<file path="config.mk">
export PLATFORM = sky130hd
export DESIGN_NAME = pulse_generator
export DESIGN_NICKNAME = d
export VERILOG_FILES = /design/src/rtl/pulse_generator_pkg.sv /design/src/rtl/pulse_generator.sv
export SDC_FILE = /design/constraint.sdc
export NUM_CORES = 1
export LEC_CHECK = 0
export ABC_AREA = 1
export CAP_MARGIN = 10
export CORE_AREA = 2 2 39 41
export CTS_CLUSTER_DIAMETER = 60
export DETAILED_ROUTE_END_ITERATION = 8
export DIE_AREA = 0 0 41 43
export PLACE_DENSITY = 0.43
export SLEW_MARGIN = 15
export SYNTH_ARGS = -nofsm -noshare
export SYNTH_HDL_FRONTEND = slang
export SYNTH_SLANG_ARGS = --single-unit
</file>
<file path="constraint.sdc">
create_clock -name clk -period 2.1 [get_ports clk]
set_input_delay 0.525 -clock clk [delete_from_list [all_inputs] [get_ports clk]]
set_output_delay 0.525 -clock clk [all_outputs]
set_load 0.05 [all_outputs]
</file>
<file path="src/rtl/pulse_generator_pkg.sv">
// Shared constants for the periodic pulse generator.
package pulse_generator_pkg;

   // Default bit width of the period control value and the cycle counter.
   localparam int DEFAULT_WIDTH = 4;

endpackage

</file>
<file path="src/rtl/pulse_generator.sv">
// Programmable periodic strobe: one-cycle pulse every enable_val+1 clocks,
// idle while enable_val is zero. enable_val is used live (no shadow copy),
// so a period can be stretched or cut short while it is running.
module pulse_generator
   import pulse_generator_pkg::*;
#(
   parameter int WIDTH = DEFAULT_WIDTH
) (
   input  logic             clk,
   input  logic             rst,
   input  logic [WIDTH-1:0] enable_val,
   output logic             pulse
);

   logic [WIDTH-1:0] count_reg;
   logic             enabled;
   logic             terminal;

   assign enabled  = |enable_val;
   // A ">=" rather than "==" makes lowering enable_val below the running
   // count end the period on the next edge instead of waiting for a wrap.
   assign terminal = (count_reg >= enable_val);

   // Cycle counter: cleared while disabled and at terminal count.
   always_ff @(posedge clk or negedge rst) begin
      if (!rst) begin
         count_reg <= '0;
      end else if (!enabled || terminal) begin
         count_reg <= '0;
      end else begin
         count_reg <= count_reg + WIDTH'(1);
      end
   end

   // Pulse flop: high for the one cycle following a terminal count.
   always_ff @(posedge clk or negedge rst) begin
      if (!rst) begin
         pulse <= 1'b0;
      end else begin
         pulse <= enabled && terminal;
      end
   end

endmodule

</file>
## After elaboration in Yosys (flattened, before gate mapping)

Cells that the tools add are included.

| operators by class | value |
|---|---|
| $lt $le $gt $ge | 1 |
| muxes and demuxes | 1 |
| reduce and logical (&&, ||, !) cells | 4 |
| add/sub/neg operators | 1 |

Operators with widths:

| cell | count |
|---|---|
| adder 4 x 1 -> 4 bit (second input constant) | 1 |
| >= comparator 4 bit | 1 |
| two-way mux 4 bit | 1 |
| OR reduction 4 bit | 1 |
| logical AND 1 bit | 1 |
| logical NOT 1 bit | 1 |
| logical OR 1 bit | 1 |

| word-level totals | value |
|---|---|
| output and inout bits | 1 |
| bits of input ports | 6 |
| bits in registers | 5 |

## Logic depth before layout (Yosys ltp)

| logic depth | value |
|---|---|
| depth in word-level cells | 4 |
| mapped depth | 9 |
| gate-level depth less buffers | 9 |

## Least setup slack after synthesis

OpenSTA, ideal clock, no wires.

| timing path | value |
|---|---|
| path kind | input-to-reg |
| from | input enable_val[3] |
| to | register count_reg[0] |
| setup time | 0.073 ns |
| buffers on the path | 0 |
| cell stages on the path | 7 |
| required time | 2.027 ns |
| data arrival time | 1.229 ns |
| setup slack | 0.798 ns |
| cell sequence | inv_1 > ha_1 > nand2_1 > inv_2 > nand2_2 > nand4_2 > nor2_1 |

| between the ends | value |
|---|---|
| longest elaborated chain between the ends | 4 |
| elaborated cells on any way between the ends | 5 |
| classes of those cells | order compare (1); mux (1); reduce/logical (3) |

Ends and longest elaborated chain:

| what | line | source |
|---|---|---|
| from (decl) | pulse_generator.sv:11 | `input logic [WIDTH-1:0] enable_val,` |
| parallel branches: the longest is 2 deep, another holds >= comparator 4 bit | - |  |
| logical OR 1 bit * | pulse_generator.sv:28 | `end else if (!enabled \|\| terminal) begin` |
| two-way mux 4 bit * | pulse_generator.sv:28 |  |
| to (signal assigned) | pulse_generator.sv:31 | `count_reg <= count_reg + WIDTH'(1);` |
| to (decl) | pulse_generator.sv:15 | `logic [WIDTH-1:0] count_reg;` |

Every way passes the cells marked *.

## Worst setup path after layout

| timing path | value |
|---|---|
| from | register pulse |
| to | output pulse |

RTL lines:

| what | line | source |
|---|---|---|
| from (decl) | pulse_generator.sv:12 | `output logic pulse` |
| from (signal assigned) | pulse_generator.sv:40 | `pulse <= enabled && terminal;` |

No word-level cell between the ends.

==> results <==
- The run finished with clean final reports.
- For this block, the initial DRC count from the detailed router was 2.
- The initial antenna violation count is 0.
- The most used flip-flop cell after synthesis is sky130_fd_sc_hd__dfrtp_1.
- The cell at the root of the clock tree is sky130_fd_sc_hd__clkbuf_4.
- The path class of the tightest hold or removal check is flop to flop.
- The number of buffers inserted to repair setup after CTS is 0.
- Ranked by instance count, the synthesized netlist is headed by 9 x sky130_fd_sc_hd__inv_1, 6 x sky130_fd_sc_hd__nand2_1, 5 x sky130_fd_sc_hd__dfrtp_1, 5 x sky130_fd_sc_hd__ha_1, 5 x sky130_fd_sc_hd__nor2_1.
- The synthesized design devotes to its leading area cell type 38.3% of total area.
- The first-pass iteration count of the detailed router is 2.
- Together, buffers and inverters on the worst path number 1.
- The largest net degree at the start of global routing is 6.
- Summing the sequential cell areas from Yosys gives 38.3% of the chip area.
- Sorting the synthesized cells by area gives the leading types as sky130_fd_sc_hd__dfrtp_1 38%, sky130_fd_sc_hd__ha_1 19%, sky130_fd_sc_hd__inv_1 10%.
- The startpoint type of the worst setup path is a flop.
- The ratio of routed vias to standard cells is 3.94.
- The leakage dissipation is 0.240 nW.
- The sum of negative setup slack is 0 ns.
- The number of endpoints with negative hold slack in the final report was 0.
- After synthesis the netlist holds a flip-flop and latch count of 5.
- The slowest cell on the critical path is sky130_fd_sc_hd__clkdlybuf4s50_1.
- At the worst endpoint, the required time is 1.57 ns.
- The maximum VDD drop is 0.477 mV.
- After synthesis, the netlist uses 12 different library cells.
- The remaining number of nets flagged by the antenna check after routing is 0.
- The number of clock buffers added by TritonCTS is 3.
- The detailed-placement wirelength estimate is 454 µm.
- The global routing stage identified its most utilized layer as met2.
- The kind of cell adding the most delay to the critical path is buffers and inverters.
- The count of pins over their slew limit is 0.
- The post-synthesis cell count is 39.
- The setup clock skew after layout is 0.00531 ns.
- Setup violations remaining at the end of the flow were counted as 0.
- The post-synth net total is 50.
- Overall power consumption after layout is estimated at 0.522 mW.
- In this run, synthesis inferred 0 flip-flops with an integrated enable.
- The number of rows in the core area is 14.
- The global placer's final weighted congestion is 0.673.
- The finished cells cover 433 µm².
- The number of global-route vias before repair came to 238.
- The clock passes through at most 2 buffers.
- For this design the ratio of total power to cell area is 1210 mW/mm².
- The die outline width is 41 µm.
- Global routing consumed, on the met3 layer, 9.42% of the routing resources.
- The met1 track demand over resource in global routing is 8.41%.
- For this block, the routed nets add up to 515 µm of wire.
- During I/O placement, the number of pins put on the boundary was 7.
- The share of async-settable or async-resettable flops after synthesis is 100%.
- After detailed routing, the average wire length per cell comes to 7.92 µm.
- The floorplan step defined a die boundary enclosing 0.00176 mm².
- The fraction of final layout cells sized beyond drive strength 1 is 14.3%.
- The global routing met2 resource utilization is 11.6%.
- The synthesized design spends more area on one cell type than any other, namely sky130_fd_sc_hd__dfrtp_1.
- For this run, design rule violations remaining after detail routing come to 0.
- In this run the number of H-tree levels came out at 1.
- After detailed placement, the total cell area comes to 407 µm².
- The clock latency on the worst-skew pair is 0.24 ns.
- The global-route usage over all layers is 8.45%.
- Post-CTS repair changed the size of 0 cells.
- The count of port buffers added during placement is 6.
- The area overhead of the layout relative to synthesis is 32.6%.
- The number of clock sinks is 5.
- The tool flagged a number of max-cap violations equal to 0.
- During synthesis, Yosys emitted a total of 0 warnings.
- The first global-routing pass estimated 910 µm of wire.
- Excluding fillers, the count of instances in the completed layout stands at 65.
- The routed layout has 256 vias.
- In this run the worst path has a maximum fanout of 1.
- The initial utilization of the core area, before any placement, comes to 23.6%.
- The delay of the slowest critical-path stage is 0.79 ns.
- The slew of the pin with the lowest slew margin is 0.486 ns.
- TritonCTS built the clock tree.
- The headroom to the max-slew limit is 67.5%.
- The cell with the most instances after synthesis is sky130_fd_sc_hd__inv_1.
- After detailed placement, the design holds a cell count of 61.
- Traced cell by cell, the critical path runs through clkdlybuf4s50_1.
- The clock-pin transition on the worst setup and hold timing paths is 0.04 ns.
- The mean area per synthesized cell is 8.37 µm².
- The share of the cycle needed by the critical path after routing is 88.8%.
- The shortest period the worst path allows is 1.86 ns.
- The final global-route overflow total is 0.
- The path type of the worst setup path is flop to output port.
- Setup repair after global routing left no endpoint under its margin.
- The number of hold buffers added after cts is 0.
- Based on the critical path, the design can be clocked at up to 0.536 GHz.
- The register with the most flip-flops in the layout has 4 of them.
- From bottom edge to top edge, the die measures 43 µm.
- The mapped netlist covers 327 µm².
- The area of the core region is 0.00138 mm².
- At the end of the flow, the number of nets in the layout was 61.
- The endpoint kind of the worst setup timing path is an output port.
- The arrival time at the worst endpoint is 1.34 ns.
- The final antenna diode count is 0.
## worst register-to-register path, cell delays in order (launching register included)
cell	delay, ns
sky130_fd_sc_hd__dfrtp_1	0.39
sky130_fd_sc_hd__ha_1	0.30
sky130_fd_sc_hd__nand2_1	0.08
sky130_fd_sc_hd__inv_2	0.04
sky130_fd_sc_hd__nand2_1	0.09
sky130_fd_sc_hd__nand4_2	0.12
sky130_fd_sc_hd__nor2_1	0.11
## per-layer routing
| metal | vias to the layer above | share of wire (%) |
|---|---|---|
| li1 | 138 | - |
| met1 | 111 | 46 |
| met2 | 7 | 45 |
| met3 | 0 | 8.7 |
| met4 | 0 | 0 |
| met5 | - | 0 |
## report_power, final
group          total, mW  internal [mW]  switching, mW
clock              0.109         0.0717         0.0374
combinational      0.244          0.105          0.139
sequential         0.169          0.138         0.0305
total              0.522          0.315          0.207
## placed cells by master (no fill, tap or decap)
cell type and count:
sky130_fd_sc_hd__dfrtp_1 5, sky130_fd_sc_hd__clkdlybuf4s50_1 6, sky130_fd_sc_hd__nand2_2 1, sky130_fd_sc_hd__nand4_2 1
sky130_fd_sc_hd__inv_2 1, sky130_fd_sc_hd__nand2_1 6, sky130_fd_sc_hd__ha_1 5, sky130_fd_sc_hd__clkbuf_4 3
sky130_fd_sc_hd__xnor2_1 1, sky130_fd_sc_hd__inv_1 9, sky130_fd_sc_hd__clkbuf_1 1, sky130_fd_sc_hd__a21oi_2 1
sky130_fd_sc_hd__nor2_1 5, sky130_fd_sc_hd__xor2_1 1, sky130_fd_sc_hd__nand3_1 3
## through the flow
| stage | util [%] | hold slack [ns] | setup WS [ns] |
|---|---|---|---|
| final | 31.3 | 0.483 | 0.235 |
| after CTS | 31.3 | 0.491 | 0.221 |
| after floorplan | - | 0.229 | 0.798 |
| after global routing | 31.3 | 0.505 | 0.181 |
| after detailed placement | 29.4 | 0.486 | 0.215 |
| after global placement | 29.4 | 0.486 | 0.207 |
## kinds of logic (layout without fill, tap and decap cells)
family          count (synthesis)  in the layout  share of synthesized area [%]
buf+inv                        10             20                           11.5
xor+xnor                        2              2                           5.36
simple gates                   16             16                           23.0
compound gates                  1              1                           2.68
fa+ha+maj                       5              5                           19.2
flops                           5              5                           38.3
## cell type report
type / count / area (µm²)
Fill cell: 162 / 951
Multi-Input combinational cell: 24 / 164
Sequential cell: 5 / 125
Timing Repair Buffer: 6 / 60.1
Inverter: 10 / 37.5
Clock buffer: 4 / 26.3
Tap cell: 16 / 20.0
## worst paths after layout
path	start	endpoint	slack, ns	cells past startpoint
setup / recovery	pulse$_DFF_PN0_	pulse	0.24	1
hold / removal	count_reg[0]$_DFF_PN0_	count_reg[0]$_DFF_PN0_	0.48	1
setup reg to reg	count_reg[3]$_DFF_PN0_	count_reg[1]$_DFF_PN0_	0.89	6
hold reg to reg	count_reg[0]$_DFF_PN0_	count_reg[0]$_DFF_PN0_	0.48	1
max in group asynchronous	rst	count_reg[1]$_DFF_PN0_	1.41	1
min in group asynchronous	rst	count_reg[3]$_DFF_PN0_	0.50	1
(Power assumes the default switching activity.)
